## src/rtl/lab2_proc_hazard_ctrl_if.sv

```systemverilog
// Control bundle between the TinyRV2 datapath and the hazard/sequencing controller.
// The master side is the datapath (or a bench); the slave side is the controller.
interface lab2_proc_hazard_ctrl_if;
    logic        val_D;
    logic        rs1_en_D;
    logic        rs2_en_D;
    logic [4:0]  rs1_D;
    logic [4:0]  rs2_D;
    logic [4:0]  rd_D;
    logic        wen_D;
    logic        is_load_D;
    logic        is_imul_D;
    logic        squash_D;
    logic        stall_M_in;
    logic        stall_W_in;
    logic        imul_req_rdy_D;
    logic        imul_resp_val_X;

    logic        imul_req_val_D;
    logic        imul_resp_rdy_X;
    logic [1:0]  op1_byp_sel_D;
    logic [1:0]  op2_byp_sel_D;
    logic        reg_en_D;
    logic        reg_en_X;
    logic        reg_en_M;
    logic        reg_en_W;
    logic        val_X;
    logic        val_M;
    logic        val_W;
    logic        rf_wen_W;
    logic [4:0]  rf_waddr_W;
    logic [31:0] num_retired;

    modport master (
        output val_D, rs1_en_D, rs2_en_D, rs1_D, rs2_D, rd_D, wen_D,
               is_load_D, is_imul_D, squash_D, stall_M_in, stall_W_in,
               imul_req_rdy_D, imul_resp_val_X,
        input  imul_req_val_D, imul_resp_rdy_X, op1_byp_sel_D, op2_byp_sel_D,
               reg_en_D, reg_en_X, reg_en_M, reg_en_W, val_X, val_M, val_W,
               rf_wen_W, rf_waddr_W, num_retired
    );

    modport slave (
        input  val_D, rs1_en_D, rs2_en_D, rs1_D, rs2_D, rd_D, wen_D,
               is_load_D, is_imul_D, squash_D, stall_M_in, stall_W_in,
               imul_req_rdy_D, imul_resp_val_X,
        output imul_req_val_D, imul_resp_rdy_X, op1_byp_sel_D, op2_byp_sel_D,
               reg_en_D, reg_en_X, reg_en_M, reg_en_W, val_X, val_M, val_W,
               rf_wen_W, rf_waddr_W, num_retired
    );
endinterface

```

## src/rtl/lab2_proc_hazard_ctrl.sv

```systemverilog
// Hazard and sequencing controller for the 5-stage TinyRV2 pipeline with an iterative
// multiplier: tracks X/M/W metadata and drives bypass selects, stalls, bubbles and RF writes.
module lab2_proc_hazard_ctrl (
    input  logic                   clk,
    input  logic                   reset,
    lab2_proc_hazard_ctrl_if.slave bus
);
    typedef struct packed {
        logic       val;
        logic [4:0] rd;
        logic       wen;
        logic       is_load;
        logic       is_imul;
    } stage_t;

    localparam stage_t BUBBLE = '0;

    stage_t      stage_x_q, stage_x_d;
    stage_t      stage_m_q, stage_m_d;
    stage_t      stage_w_q, stage_w_d;
    stage_t      stage_dec;
    logic [31:0] num_retired_q, num_retired_d;

    logic src1_x, src2_x;
    logic hazard_d;
    logic stall_w, stall_m, stall_x, stall_d;

    function automatic logic src_match(input stage_t s, input logic en, input logic [4:0] rs);
        return s.val && s.wen && (s.rd == rs) && (rs != 5'd0) && en;
    endfunction

    // Youngest producer wins, so X is checked before M before W.
    function automatic logic [1:0] byp_sel(input stage_t x, input stage_t m, input stage_t w,
                                           input logic en, input logic [4:0] rs);
        if (src_match(x, en, rs))      return 2'd1;
        else if (src_match(m, en, rs)) return 2'd2;
        else if (src_match(w, en, rs)) return 2'd3;
        else                           return 2'd0;
    endfunction

    always_comb begin
        src1_x   = src_match(stage_x_q, bus.rs1_en_D, bus.rs1_D);
        src2_x   = src_match(stage_x_q, bus.rs2_en_D, bus.rs2_D);
        hazard_d = bus.val_D && (src1_x || src2_x) &&
                   (stage_x_q.is_load || (stage_x_q.is_imul && !bus.imul_resp_val_X));

        stall_w = stage_w_q.val && bus.stall_W_in;
        stall_m = (stage_m_q.val && bus.stall_M_in) || stall_w;
        stall_x = (stage_x_q.val && stage_x_q.is_imul && !bus.imul_resp_val_X) || stall_m;
        stall_d = (bus.val_D && (hazard_d || (bus.is_imul_D && !bus.imul_req_rdy_D))) || stall_x;
    end

    assign stage_dec = '{val:     bus.val_D,
                         rd:      bus.rd_D,
                         wen:     bus.wen_D,
                         is_load: bus.is_load_D,
                         is_imul: bus.is_imul_D};

    always_comb begin
        // NOTE: every stage defaults to hold so no path through this block can infer a latch.
        stage_x_d     = stage_x_q;
        stage_m_d     = stage_m_q;
        stage_w_d     = stage_w_q;
        num_retired_d = num_retired_q;

        if (!stall_w) stage_w_d = stall_m ? BUBBLE : stage_m_q;
        if (!stall_m) stage_m_d = stall_x ? BUBBLE : stage_x_q;
        // A squashed D instruction only dies when X is free to take the bubble.
        if (!stall_x) stage_x_d = (stall_d || bus.squash_D) ? BUBBLE : stage_dec;

        if (stage_w_q.val && !bus.stall_W_in) num_retired_d = num_retired_q + 32'd1;
    end

    always_ff @(posedge clk or posedge reset) begin
        if (reset) begin
            stage_x_q     <= BUBBLE;
            stage_m_q     <= BUBBLE;
            stage_w_q     <= BUBBLE;
            num_retired_q <= 32'd0;
        end else begin
            // NOTE: non-blocking so every stage samples the pre-edge values of the older stages.
            stage_x_q     <= stage_x_d;
            stage_m_q     <= stage_m_d;
            stage_w_q     <= stage_w_d;
            num_retired_q <= num_retired_d;
        end
    end

    assign bus.op1_byp_sel_D   = byp_sel(stage_x_q, stage_m_q, stage_w_q, bus.rs1_en_D, bus.rs1_D);
    assign bus.op2_byp_sel_D   = byp_sel(stage_x_q, stage_m_q, stage_w_q, bus.rs2_en_D, bus.rs2_D);
    assign bus.reg_en_D        = !stall_d;
    assign bus.reg_en_X        = !stall_x;
    assign bus.reg_en_M        = !stall_m;
    assign bus.reg_en_W        = !stall_w;
    assign bus.imul_req_val_D  = bus.val_D && bus.is_imul_D && !hazard_d && !stall_x && !bus.squash_D;
    assign bus.imul_resp_rdy_X = stage_x_q.val && stage_x_q.is_imul && !stall_m;
    assign bus.val_X           = stage_x_q.val;
    assign bus.val_M           = stage_m_q.val;
    assign bus.val_W           = stage_w_q.val;
    assign bus.rf_wen_W        = stage_w_q.val && stage_w_q.wen;
    assign bus.rf_waddr_W      = stage_w_q.rd;
    assign bus.num_retired     = num_retired_q;

endmodule

```

## src/flat_wrapper.sv

```systemverilog
// flat-port wrapper written by rule: the top's interface ports become plain ports
module lab2_proc_hazard_ctrl_flat 
  (clk, reset, bus_val_D, bus_rs1_en_D, bus_rs2_en_D, bus_rs1_D, bus_rs2_D, bus_rd_D, bus_wen_D, bus_is_load_D, bus_is_imul_D, bus_squash_D, bus_stall_M_in, bus_stall_W_in, bus_imul_req_rdy_D, bus_imul_resp_val_X, bus_imul_req_val_D, bus_imul_resp_rdy_X, bus_op1_byp_sel_D, bus_op2_byp_sel_D, bus_reg_en_D, bus_reg_en_X, bus_reg_en_M, bus_reg_en_W, bus_val_X, bus_val_M, bus_val_W, bus_rf_wen_W, bus_rf_waddr_W, bus_num_retired);
  lab2_proc_hazard_ctrl_if bus_i ();
  input  logic clk;
  input  logic reset;
  input wire logic [$bits(bus_i.val_D)-1:0] bus_val_D;
  input wire logic [$bits(bus_i.rs1_en_D)-1:0] bus_rs1_en_D;
  input wire logic [$bits(bus_i.rs2_en_D)-1:0] bus_rs2_en_D;
  input wire logic [$bits(bus_i.rs1_D)-1:0] bus_rs1_D;
  input wire logic [$bits(bus_i.rs2_D)-1:0] bus_rs2_D;
  input wire logic [$bits(bus_i.rd_D)-1:0] bus_rd_D;
  input wire logic [$bits(bus_i.wen_D)-1:0] bus_wen_D;
  input wire logic [$bits(bus_i.is_load_D)-1:0] bus_is_load_D;
  input wire logic [$bits(bus_i.is_imul_D)-1:0] bus_is_imul_D;
  input wire logic [$bits(bus_i.squash_D)-1:0] bus_squash_D;
  input wire logic [$bits(bus_i.stall_M_in)-1:0] bus_stall_M_in;
  input wire logic [$bits(bus_i.stall_W_in)-1:0] bus_stall_W_in;
  input wire logic [$bits(bus_i.imul_req_rdy_D)-1:0] bus_imul_req_rdy_D;
  input wire logic [$bits(bus_i.imul_resp_val_X)-1:0] bus_imul_resp_val_X;
  output wire logic [$bits(bus_i.imul_req_val_D)-1:0] bus_imul_req_val_D;
  output wire logic [$bits(bus_i.imul_resp_rdy_X)-1:0] bus_imul_resp_rdy_X;
  output wire logic [$bits(bus_i.op1_byp_sel_D)-1:0] bus_op1_byp_sel_D;
  output wire logic [$bits(bus_i.op2_byp_sel_D)-1:0] bus_op2_byp_sel_D;
  output wire logic [$bits(bus_i.reg_en_D)-1:0] bus_reg_en_D;
  output wire logic [$bits(bus_i.reg_en_X)-1:0] bus_reg_en_X;
  output wire logic [$bits(bus_i.reg_en_M)-1:0] bus_reg_en_M;
  output wire logic [$bits(bus_i.reg_en_W)-1:0] bus_reg_en_W;
  output wire logic [$bits(bus_i.val_X)-1:0] bus_val_X;
  output wire logic [$bits(bus_i.val_M)-1:0] bus_val_M;
  output wire logic [$bits(bus_i.val_W)-1:0] bus_val_W;
  output wire logic [$bits(bus_i.rf_wen_W)-1:0] bus_rf_wen_W;
  output wire logic [$bits(bus_i.rf_waddr_W)-1:0] bus_rf_waddr_W;
  output wire logic [$bits(bus_i.num_retired)-1:0] bus_num_retired;
  assign bus_i.val_D = bus_val_D;
  assign bus_i.rs1_en_D = bus_rs1_en_D;
  assign bus_i.rs2_en_D = bus_rs2_en_D;
  assign bus_i.rs1_D = bus_rs1_D;
  assign bus_i.rs2_D = bus_rs2_D;
  assign bus_i.rd_D = bus_rd_D;
  assign bus_i.wen_D = bus_wen_D;
  assign bus_i.is_load_D = bus_is_load_D;
  assign bus_i.is_imul_D = bus_is_imul_D;
  assign bus_i.squash_D = bus_squash_D;
  assign bus_i.stall_M_in = bus_stall_M_in;
  assign bus_i.stall_W_in = bus_stall_W_in;
  assign bus_i.imul_req_rdy_D = bus_imul_req_rdy_D;
  assign bus_i.imul_resp_val_X = bus_imul_resp_val_X;
  assign bus_imul_req_val_D = bus_i.imul_req_val_D;
  assign bus_imul_resp_rdy_X = bus_i.imul_resp_rdy_X;
  assign bus_op1_byp_sel_D = bus_i.op1_byp_sel_D;
  assign bus_op2_byp_sel_D = bus_i.op2_byp_sel_D;
  assign bus_reg_en_D = bus_i.reg_en_D;
  assign bus_reg_en_X = bus_i.reg_en_X;
  assign bus_reg_en_M = bus_i.reg_en_M;
  assign bus_reg_en_W = bus_i.reg_en_W;
  assign bus_val_X = bus_i.val_X;
  assign bus_val_M = bus_i.val_M;
  assign bus_val_W = bus_i.val_W;
  assign bus_rf_wen_W = bus_i.rf_wen_W;
  assign bus_rf_waddr_W = bus_i.rf_waddr_W;
  assign bus_num_retired = bus_i.num_retired;
  lab2_proc_hazard_ctrl u_core (.clk(clk), .reset(reset), .bus(bus_i));
endmodule
```

## config.mk

```make
export PLATFORM = sky130hd
export DESIGN_NAME = lab2_proc_hazard_ctrl_flat
export DESIGN_NICKNAME = d
export VERILOG_FILES = /design/src/rtl/lab2_proc_hazard_ctrl_if.sv /design/src/rtl/lab2_proc_hazard_ctrl.sv /design/src/flat_wrapper.sv
export SDC_FILE = /design/constraint.sdc
export NUM_CORES = 1
export LEC_CHECK = 0
export BUFFER_PORTS_ARGS = -buffer_cell sky130_fd_sc_hd__buf_4
export CAP_MARGIN = 15
export CORE_MARGIN = 1.5
export CORE_UTILIZATION = 48
export DETAILED_ROUTE_END_ITERATION = 16
export HOLD_SLACK_MARGIN = 0.06
export PLACE_DENSITY = 0.77
export SLEW_MARGIN = 20
export SYNTH_ARGS = -nofsm -noshare
export SYNTH_HDL_FRONTEND = slang
export SYNTH_SLANG_ARGS = --single-unit
export TNS_END_PERCENT = 20
```

## constraint.sdc

```tcl
create_clock -name clk -period 1.6 [get_ports clk]
set_input_delay 0.24 -clock clk [delete_from_list [all_inputs] [get_ports clk]]
set_output_delay 0.24 -clock clk [all_outputs]
set_load 0.005 [all_outputs]
```

* Word-level counts from Yosys, hierarchy flattened
Index checks and enable logic that the tools add are counted.
Word-level totals: register bits 57, latch bits 0, bits in writable memories 0, bits in read-only memories 0, bits of input ports 28, output and inout port bits 51, logic and storage cells 84, memories kept 0
Operators by class: add/subtract/negate cells 1, multipliers 0, div/mod/pow operators 0, $lt $le $gt $ge 0, equality and inequality tests 6, shifts and indexed selects 0, muxes and demuxes 9, bitwise gates (word level) 0, reduce and logical (&&, ||, !) cells 54
Operator list (count):
- 1-bit logical AND | 36
- 32-bit by 1-bit adder with 32-bit output, second input constant | 1
- 5-bit equality test | 6
- 9-bit 2-to-1 mux | 3
- 2-bit 2-to-1 mux | 6
- 5-bit nonzero test | 2
- 1-bit zero test | 9
- 1-bit logical OR | 7

* Depth between registers and ports, before layout
Gate-level depths: netlist of run 1.
depth in word-level cells 12, gate-level depth with buffers 10, mapped depth without buffers 8

* Least setup slack after synthesis of run 1
OpenSTA, ideal clock, no wires.
path kind register to output, from register u_core.stage_x_q[5] (netlist name), to output bus_reg_en_D, arrival time 1535 ps, data required time 1360 ps, setup slack -175 ps, stages on the path, launching flop included 7, buffers on the path 1, cell sequence dfrtp_1 > xnor2_1 > nand4_1 > or3_2 > a21oi_2 > buf_6 > o22ai_2
Between the ends: longest elaborated chain between the ends 11, elaborated cells between the ends (all ways) 15, classes of those cells eq/ne (2); reduce/logical (13)
RTL lines:
- from (decl) | line lab2_proc_hazard_ctrl.sv:18 | stage_t stage_x_q, stage_x_d;
- from (signal assigned) | line lab2_proc_hazard_ctrl.sv:82 | stage_x_q <= stage_x_d;
- 5-bit equality test | line lab2_proc_hazard_ctrl.sv:29 | return s.val && s.wen && (s.rd == rs) && (rs != 5'd0) && en;
- 1-bit logical AND (3 in a row) | line lab2_proc_hazard_ctrl.sv:29
- 1-bit logical OR * | line lab2_proc_hazard_ctrl.sv:44 | hazard_d = bus.val_D && (src1_x || src2_x) &&
- 1-bit logical AND * (2 in a row) | line lab2_proc_hazard_ctrl.sv:44
- 1-bit logical OR * | line lab2_proc_hazard_ctrl.sv:50 | stall_d = (bus.val_D && (hazard_d || (bus.is_imul_D && !bus.imul_req_rdy_D))) || stall_x;
- 1-bit logical AND * | line lab2_proc_hazard_ctrl.sv:50
- 1-bit logical OR * | line lab2_proc_hazard_ctrl.sv:50
- 1-bit zero test * | line lab2_proc_hazard_ctrl.sv:91 | assign bus.reg_en_D = !stall_d;
- to (decl) | line flat_wrapper.sv:25 | output wire logic [$bits(bus_i.reg_en_D)-1:0] bus_reg_en_D;
Every way passes the cells marked *; elsewhere a longest branch is shown, timed or not.

* Worst setup path in the final report of run 1
from register u_core.stage_x_q[3] (netlist name), to output bus_reg_en_D
Same word-level chain as after synthesis.

==> results of run 1 <==
[what timing repair did]
item,in CTS,in global routing
pin swaps,19,10
hold endpoints to repair,55,0
hold buffers,1,0
endpoints found under the setup margin,22,31
resized for setup,18,13
setup buffers,5,0
[final timing paths]
| kind | from | endpoint | slack [ns] | cells after the start |
|---|---|---|---|---|
| setup / recovery | u_core.stage_x_q[3] | bus_reg_en_D | -0.54 | 6 |
| min in group asynchronous | reset | u_core.bus.num_retired[30] | 0.51 | 4 |
| hold / removal | bus_stall_M_in | u_core.bus.val_W | 0.15 | 2 |
| max in group asynchronous | reset | u_core.bus.rf_waddr_W[1] | 0.81 | 4 |
| hold reg to reg | u_core.bus.num_retired[25] | u_core.bus.num_retired[25] | 0.49 | 1 |
| setup reg to reg | u_core.stage_x_q[3] | u_core.stage_x_q[0] | -0.22 | 6 |
[where the power goes]
part	total (mW)	internal (mW)	switching (mW)
Sequential	1.80	1.58	0.228
Clock	0.913	0.458	0.454
Combinational	1.41	0.829	0.583
[sequential cells by signal, indices dropped and copies added (netlist names)]
name and cells:
u_core.bus.num_retired 32, u_core.bus.rf_waddr_W 5, u_core.bus.val_M 1, u_core.bus.val_W 1, u_core.bus.val_X 1, u_core.stage_m_q 6, u_core.stage_w_q 1, u_core.stage_x_q 8
[cell usage in the layout (no fill, tap or decap), types with 2 or more instances in the layout]
| cell | n |
|---|---|
| nor2_1 | 10 |
| xnor2_2 | 6 |
| nor3_2 | 2 |
| clkbuf_8 | 5 |
| nand2_1 | 28 |
| or3_4 | 2 |
| or3_1 | 2 |
| buf_12 | 2 |
| or4_4 | 3 |
| o211ai_2 | 7 |
| and3_4 | 2 |
| buf_6 | 5 |
| xor2_1 | 12 |
| nand3_2 | 2 |
| xnor2_1 | 41 |
| a22o_1 | 12 |
| dfrtp_1 | 52 |
| o21ai_0 | 2 |
| and4_4 | 3 |
| buf_4 | 142 |
| dfrtp_2 | 3 |
| inv_2 | 3 |
| xor2_2 | 2 |
| nand3_1 | 28 |
| nor3_1 | 3 |
| inv_1 | 4 |
| and3_1 | 5 |
| o21ai_2 | 4 |
| nand4_1 | 13 |
[area by class of cell]
cell class	instances	share of cell area, %
multi-input combinational	209	36.8
sequential	55	31.3
timing repair buffer	150	26.6
tap	75	2.13
clock buffer	5	1.56
clock inverter	2	0.852
inverter	8	0.795
[kinds of logic after synthesis]
group           after synthesis
simple gates                113
xor+xnor                     61
flops                        55
compound gates               33
buf+inv                      22
mux                           1
fa+ha+maj                     1
[stage by stage]
| stage | hold WS, ns | cells | power [mW] |
|---|---|---|---|
| finish | 0.155 | 504 | 4.13 |
| CTS | 0.144 | 505 | 4.08 |
| detailed placement | 0.324 | 492 | 3.10 |
| global placement | 0.321 | 492 | 3.04 |
| global route | 0.155 | 504 | 4.32 |
| floorplan | 0.347 | 286 | 2.42 |
[per-layer routing]
layer / track usage (%) / routed length, um / up-vias
li1: - / - / 1282
met1: 30.8 / 3390 / 1322
met2: 42.5 / 4120 / 74
met3: 4.51 / 368 / 10
met4: 8.31 / 104 / 0
met5: 0 / 0 / -
==> metrics.yaml, run 1 <==
status:
  outcome: "finished, violations left"
  violations: "setup timing"
setup_path:
  cpPeakStageDelay_ns: 0.42
  worst-path-buf-inv: 1
  crit_path_top_delay_cell: "or3_4"
  cp.arrival_ns: 1.90
  cp_cell_sequence: "xnor2_1 > nand3_1 > or3_4 > a21oi_4 > o22ai_2 > buf_4"
  cp-start-kind: "flip-flop"
  cpLargestDelayFamily: "simple AND/OR/NAND/NOR gates"
  cp.required_ns: 1.36
  path_max_fanout: 3
  cp-end-kind: "primary output"
  worstSetupPathType: "reg -> out"
sta:
  worst_pin_slew_ns: 0.498
  finalSetupViolations: 17
  relSlewSlack_pct: 66.7
  final-max-slew-violation-count: 0
  finalCriticalPeriod_ns: 2.14
  rsz0062_at_grt: "yes"
  finalSetupTns_ns: -4.94
  fin_ws_ns: -0.536
  finalCritPeriodShare_pct: 134
  hold_viol: 0
  clock-skew-final_ns: 0.00851
  max_freq_mhz: 468
placement:
  hpwlAfterDp_um: 6040
  io_buffers: 78
  place_ws_ns: -0.341
  place_area_um2: 4150
  gp_congestion: 0.857
die:
  die_w_um: 82.1
  row_count: 28
  die_h_um: 82.1
  ioPinCount: 79
  dieArea_um2: 6740
  initial_utilization_pct: 50.1
  core_area_um2: 5990
final_layout:
  drive_above_1_share_pct: 48.5
  nFillCells: 420
  final_area_um2: 4410
  multi_input_area_um2: 1620
  final_nets: 458
  regArea_um2: 1380
  area_growth_syn_to_layout_pct: 46.8
  final_core_util_pct: 73.6
  antenna_cells: 0
route:
  wirelength_um: 7980
  vias: 2688
  ant_nets: 0
  drtIter0Drc: 139
  drcViolationCount: 0
  vias_per_cell: 5.33
  avgRoutedWirePerCell_um: 15.8
  first_pass_iters: 4
cts:
  clk_latency_ns: 0.31
  cts_tree: "built"
  ctsRootBufferMaster: "clkbuf_8"
  path_clk_slew_ns: 0.10
  cts_max_level: 2
  cts_buffer_depth: 2
  clock-sinks: 55
  numCtsBuffers: 5
synthesis:
  synth_cell_type_count: 43
  ys_top_cells_by_count: "55 x dfrtp_1, 47 x xnor2_1, 30 x nand3_1"
  synth-simple-area-share_pct: 21.2
  yosys_warnings: 0
  synth_adder_area_share_pct: 0.417
  synthMostInstantiatedCell: "dfrtp_1"
  synth_top_area_share_pct: 45.8
  ys_async_sr_fraction_pct: 100
  synth.area.mux_share_pct: 0.375
  synthesis.area_um2: 3000
  synth_area_leaders: "dfrtp_1 46%, xnor2_1 14%, nand3_1 5.0%"
  synth-edff-count: 0
  synth_compound_area_share_pct: 9.75
  synth_xor_area_share_pct: 18.3
  synth_flop_cell: "dfrtp_1"
  synth_seq_area_share_pct: 45.8
  synth.largest_area_cell: "dfrtp_1"
  syn_inst: 286
  ys_ff_latch: 55
  syn-num-nets: 315
  synth_top_family_by_area: "simple AND/OR/NAND/NOR gates"
  synth_area_per_cell_um2: 10.5
min_path:
  hp-class: "in -> reg"
power:
  p_leak_nw: 2.17
  power_density_nw_per_um2: 937
  ir_drop_mv: 0.489
grt:
  grt_pass1_wl_um: 12500
  grt_antenna_before_repair: 0
  overflow: 0
  grt_pass1_vias: 2677
  grtUsageTotal_pct: 24.5
  grt_max_degree: 56
job:
  timing.max_cap.violations: 0
(Power assumes the default switching activity.)
==> run 2: changes to the inputs <==
Settings changed: ABC_CLOCK_PERIOD_IN_PS set to 1800.
Clock period 1.6 ns to 1.8 ns, I/O delays scaled along.
==> run 2 against run 1 <==
The run still ends with setup timing left. Worst hold slack improved by 0.0029 ns. Clock skew is 0.0020 ns higher. Critical path depth unchanged. Register-to-register slack improved by 0.30 ns. Cell area decreased by 6.9%. Sequential power is 11% lower. Core utilization decreased by 5.1 points. Clock power is 24% lower. Clock-buffer cell count is 1 higher. Sequential share of layout area grew 2.3 points. Critical path type unchanged.
==> metrics.yaml, run 2 (same netlist as run 1, synthesis figures left out) <==
status:
  outcome: "finished, violations left"  # unchanged
  violations: "setup timing"  # unchanged
final_layout:
  nFillCells: 484  # was 420
  final_nets: 429  # was 458
  final_cell_mix: "117 x buf_4, 53 x dfrtp_1, 43 x xnor2_1"  # was 142 x buf_4, 52 x dfrtp_1, 41 x xnor2_1
  layout_commonest_cell: "buf_4"  # unchanged
  layout.cells.non_filler: 476  # was 504
  antenna_cells: 0  # unchanged
  area_growth_syn_to_layout_pct: 36.7  # was 46.8%
  drive_above_1_share_pct: 42.1  # was 48.5%
  largest_reg_flops: 32  # unchanged
sta:
  relSlewSlack_pct: 69.0  # was 66.7%
  hold_viol: 0  # unchanged
  worst_pin_slew_ns: 0.464  # was 0.498 ns
  rsz0062_at_grt: "yes"  # unchanged
  fin_hold_ws_ns: 0.158  # was 0.155 ns
  fin_ws_ns: -0.280  # was -0.536 ns
  clock-skew-final_ns: 0.0105  # was 0.00851 ns
  final-max-slew-violation-count: 0  # unchanged
  finalCriticalPeriod_ns: 2.08
  max_freq_mhz: 481
  finalCritPeriodShare_pct: 116
  finalSetupViolations: 7  # was 17
grt:
  grt_antenna_before_repair: 0  # unchanged
  grt_pass1_wl_um: 11500  # was 12500 um
  grtUsageTotal_pct: 22.3  # was 24.5%
  grt_max_degree: 56  # unchanged
  overflow: 0  # unchanged
  grt_pass1_vias: 2413  # was 2677
job:
  timing.max_cap.violations: 0  # unchanged
route:
  ant_nets: 0  # unchanged
  avgRoutedWirePerCell_um: 15.1  # was 15.8 um
  wirelength_um: 7210  # was 7980 um
  m1WireLength_um: 3310  # was 3390 um
  drcViolationCount: 0  # unchanged
  met3_length_um: 344  # was 368 um
  first_pass_iters: 4  # unchanged
  vias_per_cell: 5.28  # was 5.33
  topRoutingLayerUsed: "met4"  # unchanged
  vias: 2511  # was 2688
  drtIter0Drc: 131  # was 139
  wl_met2_um: 3450  # was 4120 um
cts:
  cts_max_level: 2  # unchanged
  numCtsBuffers: 5  # unchanged
  path_clk_slew_ns: 0.09  # was 0.10 ns
  cts_tree: "built"  # unchanged
  ctsRootBufferMaster: "clkbuf_8"  # unchanged
  clk_latency_ns: 0.31  # about the same
  clock-sinks: 55  # unchanged
  cts_buffer_depth: 2  # unchanged
setup_path:
  cp.arrival_ns: 1.81  # was 1.90 ns
  worstSetupPathType: "reg -> out"  # unchanged
  path_max_fanout: 3  # unchanged
  cp.required_ns: 1.53  # was 1.36 ns
  cp-start-kind: "flip-flop"  # unchanged
  cp-end-kind: "primary output"  # unchanged
die:
  ioPinCount: 79  # unchanged
  die_h_um: 82.1  # unchanged
  initial_utilization_pct: 50.1  # unchanged
  row_count: 28  # unchanged
  dieArea_um2: 6740  # unchanged
  core_area_um2: 5990  # unchanged
  die_w_um: 82.1  # unchanged
placement:
  place_inst: 466  # was 492
  io_buffers: 78  # unchanged
  gp_congestion: 0.890  # was 0.857
  hpwlAfterDp_um: 5620  # was 6040 um
power:
  power.share.clock_pct: 20.7  # was 22.1%
  power.internal_mw: 2.29  # was 2.86 mW
  ir_drop_mv: 0.481  # was 0.489 mV
  power_density_nw_per_um2: 818  # was 937 nW/um2
  swShare_pct: 31.7  # was 30.6%
  pwr-share-seq_pct: 48.0  # was 43.7%
  p_leak_nw: 1.99  # was 2.17 nW
  pwr-share-comb_pct: 31.4  # was 34.2%
  switchingPower_mw: 1.06  # was 1.26 mW
min_path:
  hp-class: "in -> reg"  # unchanged
## run 2: cell types whose count changed in the layout (fill, tap and decap cells not counted), sizes merged
cell,before,now
bufinv,1,0
inv,8,9
buf,149,120
clkbuf,5,6
## run 2: worst paths after layout
| kind | start | to | slack [ns] | cells past startpoint |
|---|---|---|---|---|
| hold reg to reg | u_core.bus.num_retired[31] | u_core.bus.num_retired[31] | 0.49 | 1 |
| min in group asynchronous | reset | u_core.bus.num_retired[31] | 0.55 | 4 |
| setup reg to reg | u_core.stage_x_q[6] | u_core.stage_x_q[0] | 0.08 | 6 |
| max in group asynchronous | reset | u_core.bus.rf_waddr_W[1] | 0.99 | 4 |
| setup / recovery | u_core.stage_x_q[6] | bus_reg_en_D | -0.28 | 6 |
| hold / removal | bus_stall_M_in | u_core.bus.val_W | 0.16 | 2 |
## run 2: stage by stage
stage	total power [mW]	area (um2)	setup TNS, ns	util [%]	setup WS [ns]
floorplan	2.13	3010	0	-	0.0113
global placement	2.58	3910	-0.940	65.3	-0.120
detailed placement	2.62	3910	-1.20	65.3	-0.136
CTS	3.33	4040	-1.69	67.4	-0.294
global route	3.56	4100	-2.23	68.5	-0.379
finish	3.36	4100	-1.60	68.5	-0.280
## run 2: critical path: stages (launching register included)
cell,delay (ns)
dfrtp_1,0.44
xnor2_1,0.16
nand4_1,0.12
or3_4,0.39
a21oi_4,0.18
o22ai_2,0.08
buf_4,0.14
## run 2: metal layers
metal,up-vias,global-route usage [%]
li1,1232,-
met1,1207,31.7
met2,64,34.7
met3,8,3.30
met4,0,7.63
met5,-,0
## run 2: final cells by class
class	count	area, um2	area share, %
multi-input cells	209	1580	38.4
flip-flops and latches	55	1380	33.6
repair buffers	121	931	22.7
well taps	75	93.8	2.29
clock buffers	6	72.6	1.77
inverters	8	35.0	0.854
clock inverters	2	16.3	0.396
## run 2: what timing repair did
item                       4_1_cts  5_1_grt
setup buffers                    0        1
gates cloned                     0        0
pin swaps                       12        5
resized for setup               10       13
setup endpoints to repair       16       16
hold buffers                     1        0
hold endpoints to repair        55        0
## run 2: power groups by stage
stage               clock network [mW]  registers, mW  logic (mW)
detailed placement                   0           1.62        1.00
global placement                     0           1.60       0.975
global route                     0.768           1.63        1.16
finish                           0.694           1.61        1.05
floorplan                            0           1.59       0.537
CTS                              0.712           1.59        1.02
